--- src/rtl/bias_sequencer.sv ---
// bias_sequencer: adds the selected group's bias to each adder-tree beat, then saturates to 18 bits and optionally applies ReLU.
module bias_sequencer #(
  parameter int N_adder_tree = 16,
  parameter int N_GROUPS     = 64,
  parameter int GW           = 6,
  parameter bit RELU         = 1
) (
  input  logic                        clk,
  input  logic                        rst,
  input  logic                        start,
  input  logic                        in_valid,
  output logic                        in_ready,
  input  logic [N_adder_tree*18-1:0]  in_data,
  output logic [GW-1:0]               bias_sel,
  input  logic [N_adder_tree*18-1:0]  bias_q,
  output logic                        out_valid,
  input  logic                        out_ready,
  output logic [N_adder_tree*18-1:0]  out_data,
  output logic                        busy,
  output logic                        done
);
  localparam int W = N_adder_tree * 18;
  typedef enum logic [1:0] {IDLE, RUN, DRAIN} state_t;
  state_t r_state, w_next;
  logic [GW-1:0] r_grp;
  logic          r_out_valid;
  logic [W-1:0]  r_out_data, w_res;
  logic          w_acc, w_xfer, w_last, w_start;
  assign w_xfer   = r_out_valid & out_ready;
  assign in_ready = (r_state == RUN) & (~r_out_valid | out_ready);
  assign w_acc    = in_valid & in_ready;
  assign w_last   = r_grp == GW'(N_GROUPS - 1);
  assign w_start  = (r_state == IDLE) & start;
  assign bias_sel  = r_grp;
  assign out_valid = r_out_valid;
  assign out_data  = r_out_data;
  assign busy      = r_state != IDLE;
  assign done      = (r_state == DRAIN) & w_xfer;
  always_comb begin
    w_next = r_state;
    w_next = w_start ? RUN :
             (r_state == RUN && w_acc && w_last) ? DRAIN :
             (r_state == DRAIN && w_xfer) ? IDLE : r_state;
  end
  always_ff @(posedge clk) begin
    if (rst) r_state <= IDLE;
    else     r_state <= w_next;
  end
  always_ff @(posedge clk) begin
    if (rst) begin
      r_grp       <= '0;
      r_out_valid <= 1'b0;
      r_out_data  <= '0;
    end else begin
      if (w_start)    r_grp <= '0;
      else if (w_acc) r_grp <= w_last ? '0 : r_grp + GW'(1);
      if (w_acc) begin
        r_out_valid <= 1'b1;
        r_out_data  <= w_res;
      end else if (w_xfer) begin
        r_out_valid <= 1'b0;
      end
    end
  end
  // 19-bit sum overflows 18 bits exactly when its top two bits differ
  for (genvar i = 0; i < N_adder_tree; i++) begin : g_lane
    logic signed [18:0] w_sum;
    logic        [17:0] w_sat;
    assign w_sum = $signed({in_data[18*i+17], in_data[18*i +: 18]}) +
                   $signed({bias_q[18*i+17], bias_q[18*i +: 18]});
    assign w_sat = (w_sum[18] != w_sum[17]) ? {w_sum[18], {17{~w_sum[18]}}} : w_sum[17:0];
    assign w_res[18*i +: 18] = (RELU && w_sat[17]) ? 18'd0 : w_sat;
  end
endmodule

--- config.mk ---
export PLATFORM = sky130hd
export DESIGN_NAME = bias_sequencer
export DESIGN_NICKNAME = d
export VERILOG_FILES = /design/src/rtl/bias_sequencer.sv
export SDC_FILE = /design/constraint.sdc
export NUM_CORES = 1
export LEC_CHECK = 0
export CORE_AREA = 2 2 338 340
export CTS_BUF_LIST = sky130_fd_sc_hd__clkbuf_8 sky130_fd_sc_hd__clkbuf_16
export DETAILED_ROUTE_END_ITERATION = 10
export DIE_AREA = 0 0 340 342
export MAX_ROUTING_LAYER = met4
export SLEW_MARGIN = 10
export SYNTH_ARGS = -nofsm -noshare
export SYNTH_HDL_FRONTEND = slang
export SYNTH_SLANG_ARGS = --single-unit
--- constraint.sdc ---
create_clock -name clk -period 4 [get_ports clk]
set_input_delay 0.8 -clock clk [delete_from_list [all_inputs] [get_ports clk]]
set_output_delay 0.8 -clock clk [all_outputs]
set_load 0.01 [all_outputs]
### Word-level counts from Yosys, hierarchy flattened

Cells that the tools add are included.

| operators by class | value |
|---|---|
| add/sub/neg operators | 17 |
| equality and inequality tests | 19 |
| mux-type cells | 38 |
| bitwise operators | 23 |
| reduce and logical (&&, ||, !) cells | 9 |

Operators by type and width:

| cell | count |
|---|---|
| 18-bit by 18-bit adder with 19-bit output | 16 |
| 18-bit two-way mux | 16 |
| 17-bit two-way mux | 16 |
| 1-bit NOT | 17 |
| 1-bit != test | 16 |
| 6-bit by 1-bit adder with 6-bit output, second input constant | 1 |
| 6-bit equality test, second input constant | 1 |
| 6-bit two-way mux | 1 |
| 2-bit nonzero test | 3 |
| 1-bit AND | 5 |
| 2-bit two-way mux | 2 |
| 1-bit logical AND | 3 |
| 1-bit two-way mux | 3 |
| 3-bit nonzero test | 1 |
| 2-bit by 1-bit equality test with 1-bit output, second input constant | 1 |
| 2-bit equality test, second input constant | 1 |
| 2-bit logical NOT | 1 |
| 2-bit OR reduction | 1 |
| 1-bit OR | 1 |

| storage, ports and cells | value |
|---|---|
| register bits after elaboration | 297 |
| input bits | 581 |
| output and inout port bits | 298 |
| logic and storage cells | 111 |

### Longest topological paths before layout

Gate-level depths: netlist (run 1).

| logic depth | value |
|---|---|
| word-level depth | 8 |
| depth in mapped cells | 12 |

### Worst setup path before layout (run 1)

No wires, ideal clock.

| timing | value |
|---|---|
| path kind | input-to-reg |
| start point | input in_data[144] |
| end point | register r_out_data[158], in the netlist out_data[158] |
| data arrival time | 3.043 ns |
| required time | 3.905 ns |
| slack | 0.862 ns |
| stages on the path | 12 |
| cells stage by stage | ha_1 > inv_1 > fa_1 > nand2b_1 > a21oi_1 > o311ai_1 > a21oi_1 > o21ai_0 > o211ai_1 > nand2_1 > buf_2 > a221oi_1 |

| between the ends | value |
|---|---|
| word-level cells in the longest chain between the ends | 4 |
| elaborated cells on any way between the ends | 5 |

RTL lines:

| item | line | RTL |
|---|---|---|
| start: declaration | 13 | `input logic [N_adder_tree*18-1:0] in_data,` |
| 18-bit by 18-bit adder with 19-bit output (*) | 69 | `assign w_sum = $signed({in_data[18*i+17], in_data[18*i +: 18]}) +` |
| 1-bit != test / 1-bit NOT (equally long branches) | 71 | `assign w_sat = (w_sum[18] != w_sum[17]) ? {w_sum[18], {17{~w_sum[18]}}} : w_sum[17:0];` |
| 18-bit two-way mux (*) | 71 |  |
| 17-bit two-way mux (*) | 72 | `assign w_res[18*i +: 18] = (RELU && w_sat[17]) ? 18'd0 : w_sat;` |
| end signal: assignment | 59 | `r_out_data <= w_res;` |
| end: declaration | 27 | `logic [W-1:0] r_out_data, w_res;` |

Every way passes the cells marked *; elsewhere a longest branch is shown, timed or not.
A chain may end at the register's enable or synchronous reset.

### Worst setup path in the final report (run 1)

| timing | value |
|---|---|
| start point | input in_data[270] |
| end point | register r_out_data[272], in the netlist out_data[272] |

Same word-level chain as after synthesis.

==> results of run 1 <==
-- routing by layer --
metal / wire (um) / vias to the layer above / GRT usage, %
li1: - / 13100 / -
met1: 50300 / 12800 / 23.9
met2: 57600 / 976 / 33.8
met3: 7890 / 136 / 4.49
met4: 2850 / 0 / 4.89
met5: 0 / - / -
-- worst paths after layout --
path	startpoint	to	slack [ns]	cells past startpoint
worst max register to register	out_valid$_SDFFE_PP0P_	out_data[79]$_SDFFE_PP0P_	1.37	10
worst min register to register	out_data[277]$_SDFFE_PP0P_	out_data[277]$_SDFFE_PP0P_	0.44	2
worst min-delay path	out_data[277]$_SDFFE_PP0P_	out_data[277]$_SDFFE_PP0P_	0.44	2
worst max-delay path	in_data[270]	out_data[272]$_SDFFE_PP0P_	0.44	12
-- logic make-up (layout without fill, tap and decap cells) --
group	count (synthesis)	count (layout)	share of synthesized area (%)
AO/OA/AOI/OAI	1155	1155	32.3
adder cells (fa/ha/maj)	305	305	16.2
AND/OR/NAND/NOR	891	891	16.9
multiplexers	18	18	0.761
buffers and inverters	224	1127	3.90
other	1	30	0.0154
XOR/XNOR	186	186	6.80
flip-flops	281	281	23.1
-- worst min-delay path, delay by kind of cell, from the launching register on --
family	cells	cell delay, ns
AO/OA/AOI/OAI	1	0.05
flip-flops	1	0.31
AND/OR/NAND/NOR	1	0.05
-- power by group through the flow --
stage	clock network, mW	logic, mW	registers [mW]
2_1_floorplan	0	2.46	3.22
3_5_place_dp	0	4.47	3.16
3_3_place_gp	0	4.47	3.16
4_1_cts	3.98	4.50	3.11
6_report	3.87	4.52	3.11
5_1_grt	4.08	4.91	3.12
-- sequential cells by signal, summed over array words and instances, names as in the netlist --
register and count:
bias_sel 6, out_data 272, out_valid 1, r_state 2
-- stage by stage --
step	instance area (sq um)	std cells	power (mW)	util (%)	hold WS, ns
floorplan	24400	3076	5.67	-	0.469
global placement	35100	5421	7.63	31.0	0.434
detailed placement	35100	5421	7.64	31.0	0.440
CTS	36500	5491	11.6	32.3	0.448
global route	36500	5504	12.1	32.3	0.466
finish	36500	5505	11.5	32.3	0.443
-- cell type report --
type,count,area share (%)
repair buffers,952,25.6
well taps,1512,5.18
multi-input cells,2571,48.8
clock inverters,20,0.678
inverters,105,1.08
diodes,14,0.0959
clock buffers,50,3.15
flip-flops and latches,281,15.4
-- cell usage in the layout (no fill, tap or decap), types with 12 or more instances in the layout --
cell type	synthesis	layout
sky130_fd_sc_hd__a211o_1	26	26
sky130_fd_sc_hd__a211oi_1	41	41
sky130_fd_sc_hd__a21o_1	139	139
sky130_fd_sc_hd__a21oi_1	307	307
sky130_fd_sc_hd__a221o_1	25	25
sky130_fd_sc_hd__a221oi_1	52	52
sky130_fd_sc_hd__a22o_1	14	14
sky130_fd_sc_hd__a311oi_1	12	12
sky130_fd_sc_hd__a31oi_1	42	42
sky130_fd_sc_hd__and2_1	20	19
sky130_fd_sc_hd__and3_1	23	23
sky130_fd_sc_hd__buf_4	21	86
sky130_fd_sc_hd__clkbuf_16	0	41
sky130_fd_sc_hd__clkdlybuf4s50_1	0	861
sky130_fd_sc_hd__conb_1	1	16
sky130_fd_sc_hd__dfxtp_1	281	281
sky130_fd_sc_hd__diode_2	0	14
sky130_fd_sc_hd__fa_1	16	16
sky130_fd_sc_hd__ha_1	289	289
sky130_fd_sc_hd__inv_1	104	110
sky130_fd_sc_hd__mux2i_1	14	14
sky130_fd_sc_hd__nand2_1	366	365
sky130_fd_sc_hd__nand2b_1	44	44
sky130_fd_sc_hd__nand3_1	50	50
sky130_fd_sc_hd__nand4_1	18	18
sky130_fd_sc_hd__nor2_1	187	186
sky130_fd_sc_hd__nor2b_1	38	38
sky130_fd_sc_hd__nor3_1	57	57
sky130_fd_sc_hd__o211ai_1	47	47
sky130_fd_sc_hd__o21a_1	55	55
sky130_fd_sc_hd__o21ai_0	133	132
sky130_fd_sc_hd__o21ai_1	78	79
sky130_fd_sc_hd__o21bai_1	36	36
sky130_fd_sc_hd__o31ai_1	16	16
sky130_fd_sc_hd__or2_2	15	15
sky130_fd_sc_hd__or3_1	22	22
sky130_fd_sc_hd__xnor2_1	111	111
sky130_fd_sc_hd__xor2_1	73	73
==> run summary, run 1 <==
======================================================================================================
Result of the run ....................................................................... complete, no violations
Startpoint kind of the worst setup timing path .......................................... primary input
First-pass GRT wire length ..............................................................       172 mm
Portion of the clock cycle consumed by the worst path in the final layout ...............        89.0%
Max-Cap Viols ...........................................................................            0
Dpl ws ..................................................................................    -0.136 ns
Primary FF master, synth ................................................................ sky130_fd_sc_hd__dfxtp_1
Clock network fraction of design power ..................................................        33.7%
Cell with the most instances after synthesis ............................................ sky130_fd_sc_hd__nand2_1
Clock skew ..............................................................................    0.0209 ns
Timing-limited maximum frequency ........................................................    0.281 GHz
Number of pins exceeding their max-slew limit in the final report .......................            0
Starting utilization of the core area ...................................................        21.5%
Area of combinational cells with multiple inputs ........................................  17800 sq um
Total global-route track usage ..........................................................        20.0%
Final worst slack .......................................................................     0.440 ns
Maximum cell stage delay along the critical path ........................................      0.89 ns
Max H-tree Level ........................................................................            2
Final weighted congestion of routability-driven global placement ........................        0.958
Maximum number of pins on one net before global-route repair ............................           88
DR vias .................................................................................        27000
Fraction of registers with async set or reset after synthesis ...........................           0%
VDD IR max ..............................................................................   0.000233 V
Total power per unit cell area ..........................................................  315 nW/um^2
Clock latency reported for the late side of the worst-skew pair .........................      0.59 ns
GR Overflow Total .......................................................................            0
Average cell area after synthesis .......................................................   7.95 sq um
CP Class ................................................................................ primary input to flop
Floorplan row count .....................................................................          124
Data arrival time of the worst path .....................................................      3.98 ns
Cell leakage power ......................................................................      14.6 nW
Clock root buffer ....................................................................... sky130_fd_sc_hd__clkbuf_16
Period minus WS final ...................................................................      3.56 ns
WL per Instance .........................................................................      21.6 um
Clock tree from TritonCTS ...............................................................        built
First drt pass iteration count ..........................................................            5
Number of antenna violations at the first check in global routing .......................           20
Area of all sequential standard cells ...................................................   5630 sq um
Final setup TNS .........................................................................         0 ns
Die span in x ...........................................................................       340 um
Power spent charging and discharging nets ...............................................      3.96 mW
Floorplan core area ..................................................................... 113000 sq um
Height of the chip ......................................................................       342 um
Fin nets ................................................................................         4836
CTS-repair resized insts ................................................................            0
Initial detailed-routing violation count ................................................         1675
Number of vias per cell .................................................................         4.91
Number of warning messages in the yosys log .............................................            0
Setup repair after global routing missed its margin .....................................           no
Combinational share of power ............................................................        39.3%
Required time worst endpoint ............................................................      4.42 ns
Total clock buffers created by CTS ......................................................           39
Area contributors post-synth ............................................................ sky130_fd_sc_hd__dfxtp_1, sky130_fd_sc_hd__ha_1, sky130_fd_sc_hd__a21oi_1
Final number of hold-violating endpoints ................................................            0
CTS Hold Bufs ...........................................................................            0
Cells traversed along the worst timing path ............................................. clkdlybuf4s50_1, ha_1, inv_1, fa_1, nand2b_1, a21oi_1, o311a_1, o2111ai_2, a311oi_1, o21a_1, o311ai_2, o21ai_0
Total setup buffers inserted after CTS ..................................................            0
Maximum number of buffers from clock root to sink .......................................            3
Area growth from synthesis to final layout ..............................................        50.1%
Final HPWL from detailed placement ......................................................      99.3 mm
Number of global-route vias before repair ...............................................        26200
Power Internal ..........................................................................      7.54 mW
Top cell family by delay on the critical path ........................................... compound AO/OA/AOI/OAI gates
Class of the tightest hold or removal check ............................................. flop to flop
Maximum net fanout on the critical path .................................................           15
Worst setup EP type .....................................................................         flop
Filler instances ........................................................................        11900
Fraction of power spent switching nets ..................................................        34.5%
Worst Tran Pin Value ....................................................................      1.04 ns
Clock Sink Count ........................................................................          281
Most common library cells after synthesis ............................................... sky130_fd_sc_hd__nand2_1, sky130_fd_sc_hd__a21oi_1, sky130_fd_sc_hd__ha_1, sky130_fd_sc_hd__dfxtp_1, sky130_fd_sc_hd__nor2_1
Layout cell share with drive strength beyond 1 ..........................................        5.55%
Final setup viols .......................................................................            0
Port bufs ...............................................................................          862
Post-synthesis cell type count ..........................................................           99
Number of instances in the synthesized netlist ..........................................         3061
Sequential cell area fraction in the yosys report .......................................        23.1%
Yosys reg bits ..........................................................................          281
Final ANT Viol Nets .....................................................................            0
Synth top area share ....................................................................        23.1%
Final wirelength ........................................................................       119 mm
Num ports ...............................................................................          879
Buffers and inverters on the worst path .................................................            2
Die Outline Area ........................................................................ 116000 sq um
Share of total power in sequential cells ................................................        27.0%
Cell type with the highest aggregate area in the netlist ................................ sky130_fd_sc_hd__dfxtp_1
Worst relative slew slack ...............................................................        30.6%
Highest-delay cell along the critical path .............................................. sky130_fd_sc_hd__o311ai_2
Cell Area, Synth ........................................................................  24300 sq um
Clock transition at the register clock pins on the worst setup and hold paths after CTS .      0.06 ns
Number of synthesized flops with an enable pin ..........................................            0
Total DRC errors in the routed layout ...................................................            0
======================================================================================================
No activity file was read; power rests on OpenSTA's default activity.
==> run 2: changes to the inputs <==
--- a/config.mk
+++ b/config.mk
@@ -5,6 +5,7 @@
 export SDC_FILE = /design/constraint.sdc
 export NUM_CORES = 1
 export LEC_CHECK = 0
+export ABC_CLOCK_PERIOD_IN_PS = 4000
 export CORE_AREA = 2 2 338 340
 export CTS_BUF_LIST = sky130_fd_sc_hd__clkbuf_8 sky130_fd_sc_hd__clkbuf_16
 export DETAILED_ROUTE_END_ITERATION = 10
==> results of run 2 <==
No change in the layout: final DEF, timing and power equal those of run 1.
==> run 3: changes to the inputs <==
--- a/config.mk
+++ b/config.mk
@@ -10,6 +10,7 @@
 export CTS_BUF_LIST = sky130_fd_sc_hd__clkbuf_8 sky130_fd_sc_hd__clkbuf_16
 export DETAILED_ROUTE_END_ITERATION = 10
 export DIE_AREA = 0 0 340 342
+export GPL_TIMING_DRIVEN = 0
 export MAX_ROUTING_LAYER = met4
 export SLEW_MARGIN = 10
 export SYNTH_ARGS = -nofsm -noshare
==> run 3 against run 2 <==
Critical path depth is 1 lower; via count is 1.7% higher; clock skew is 0.0032 ns higher; sequential power hardly changed; sequential share of layout area hardly changed; combinational power hardly changed; core utilization is 0.061 points lower; register-to-register slack worse by 0.78 ns; highest routed layer unchanged.
==> run summary, run 3 (synthesis results as in run 1) <==
======================================================================================================
Result of the run ....................................................................... complete, no violations
Port bufs ...............................................................................          862
Num ports ...............................................................................          879
Clock root buffer ....................................................................... sky130_fd_sc_hd__clkbuf_16
Clock tree from TritonCTS ...............................................................        built
Top cell family by delay on the critical path ........................................... compound AO/OA/AOI/OAI gates
Final setup viols .......................................................................            0
Final wirelength ........................................................................       130 mm
Starting utilization of the core area ...................................................        21.5%
GR Overflow Total .......................................................................            0
Die Outline Area ........................................................................ 116000 sq um
Setup repair after global routing missed its margin .....................................           no
Max-Cap Viols ...........................................................................            0
Fin nets ................................................................................         4866
Final weighted congestion of routability-driven global placement ........................        0.966
VDD IR max ..............................................................................   0.000231 V
Clock latency reported for the late side of the worst-skew pair .........................      0.59 ns
Final number of hold-violating endpoints ................................................            0
DR vias .................................................................................        27500
CP Class ................................................................................ primary input to flop
Highest-delay cell along the critical path .............................................. sky130_fd_sc_hd__nor2_1
Height of the chip ......................................................................       342 um
Number of pins exceeding their max-slew limit in the final report .......................            0
Total clock buffers created by CTS ......................................................           40
Data arrival time of the worst path .....................................................      4.31 ns
Area growth from synthesis to final layout ..............................................        49.8%
Worst setup EP type .....................................................................         flop
Max H-tree Level ........................................................................            2
Maximum number of buffers from clock root to sink .......................................            3
Dpl ws ..................................................................................     -1.49 ns
First-pass GRT wire length ..............................................................       182 mm
Clock transition at the register clock pins on the worst setup and hold paths after CTS .      0.06 ns
Final worst slack .......................................................................     0.105 ns
Clock skew ..............................................................................    0.0241 ns
Most common library cell in the layout ignoring fill and taps ........................... sky130_fd_sc_hd__clkdlybuf4s50_1
Number of flip-flops under the largest register name ....................................          272
Startpoint kind of the worst setup timing path .......................................... primary input
Maximum number of pins on one net before global-route repair ............................           12
Floorplan row count .....................................................................          124
Initial detailed-routing violation count ................................................         1805
Maximum net fanout on the critical path .................................................           10
Maximum cell stage delay along the critical path ........................................      0.51 ns
WL per Instance .........................................................................      23.4 um
Required time worst endpoint ............................................................      4.41 ns
Cell leakage power ......................................................................      14.4 nW
Worst hold slack across all endpoints ...................................................     0.442 ns
Total power per unit cell area ..........................................................  318 nW/um^2
CTS Hold Bufs ...........................................................................            0
Class of the tightest hold or removal check ............................................. flop to flop
Number of vias per cell .................................................................         4.96
Buffers and inverters on the worst path .................................................            2
First drt pass iteration count ..........................................................            6
Timing-limited maximum frequency ........................................................    0.257 GHz
Final ANT Viol Nets .....................................................................            0
Period minus WS final ...................................................................      3.89 ns
Final core utilization ..................................................................        32.2%
Number of global-route vias before repair ...............................................        26400
Final setup TNS .........................................................................         0 ns
Post-route standard cell area excluding fillers .........................................  36500 sq um
Die span in x ...........................................................................       340 um
Portion of the clock cycle consumed by the worst path in the final layout ...............        97.4%
Clock Sink Count ........................................................................          281
Cells traversed along the worst timing path ............................................. clkdlybuf4s50_1, ha_1, a211o_1, a211oi_1, o21bai_1, a21oi_1, o21ai_1, mux2i_1, nor2_1, buf_2, a221oi_1
Most used cells in the layout excluding fill and tap cells .............................. sky130_fd_sc_hd__clkdlybuf4s50_1, sky130_fd_sc_hd__nand2_1, sky130_fd_sc_hd__a21oi_1, sky130_fd_sc_hd__ha_1, sky130_fd_sc_hd__dfxtp_1
Worst Tran Pin Value ....................................................................      1.20 ns
Area after detailed placement ...........................................................  34900 sq um
Final HPWL from detailed placement ......................................................       109 mm
Total global-route track usage ..........................................................        21.8%
Worst relative slew slack ...............................................................        19.5%
Floorplan core area ..................................................................... 113000 sq um
Total setup buffers inserted after CTS ..................................................            0
CTS-repair resized insts ................................................................            7
Total DRC errors in the routed layout ...................................................            0
Number of antenna violations at the first check in global routing .......................           42
Layout cell share with drive strength beyond 1 ..........................................        4.69%
======================================================================================================
run 3: cell count changes in the layout (fill, tap and decap cells not counted), sizes merged:
| cell | delta |
|---|---|
| bufinv | +1 |
| clkdlybuf4s15 | +2 |
| inv | +3 |
| clkbuf | +73 |
| diode | +17 |
| buf | -49 |
| clkdlybuf4s50 | +1 |
run 3: layer usage:
layer / vias to the layer above / share of wire, % / routed length (um) / global-route usage (%)
met5: - / 0 / 0 / -
met4: 0 / 2.7 / 3540 / 5.88
met3: 157 / 6.3 / 8220 / 4.13
met2: 1010 / 47 / 61700 / 36.4
met1: 13100 / 43 / 56500 / 26.8
li1: 13200 / - / - / -
run 3: power by group:
group	switching, mW	internal [mW]	total [mW]
clock network	1.48	2.44	3.93
logic	2.47	2.08	4.55
registers	0.123	2.98	3.11
total	4.08	7.50	11.6
run 3: cell type report:
type | count | area (sq um)
repair buffers | 862 | 8630
fillers | 11900 | 76600
flip-flops and latches | 281 | 5630
plain buffers | 119 | 588
well taps | 1512 | 1890
multi-input cells | 2571 | 17800
diodes | 31 | 77.6
clock buffers | 48 | 1120
inverters | 105 | 394
clock inverters | 24 | 299
run 3: through the flow:
stage,cells,power [mW]
6_report,5553,11.6
5_1_grt,5550,12.1
4_1_cts,5522,11.6
3_5_place_dp,5450,7.66
3_3_place_gp,5450,7.65
2_1_floorplan,3076,5.67
run 3: path summary, 6_finish.rpt:
path                                                 start                    endpoint  slack, ns  cells after the start
worst max-delay path                           in_data[37]   out_data[46]$_SDFFE_PP0P_       0.11                     11
worst min-delay path            out_data[285]$_SDFFE_PP0P_  out_data[285]$_SDFFE_PP0P_       0.44                      2
worst max register to register      out_valid$_SDFFE_PP0P_  out_data[206]$_SDFFE_PP0P_       0.59                      8
worst min register to register  out_data[285]$_SDFFE_PP0P_  out_data[285]$_SDFFE_PP0P_       0.44                      2
run 3: worst register-to-register path, stage by stage (launching register included):
cell                       delay [ns]
sky130_fd_sc_hd__dfxtp_1         0.34
sky130_fd_sc_hd__nor2b_1         0.21
sky130_fd_sc_hd__nor3b_2         0.11
sky130_fd_sc_hd__nand2_2         0.33
sky130_fd_sc_hd__clkbuf_4        0.50
sky130_fd_sc_hd__clkbuf_2        0.63
sky130_fd_sc_hd__clkbuf_1        0.75
sky130_fd_sc_hd__nand2_1         0.14
sky130_fd_sc_hd__a221oi_1        0.31
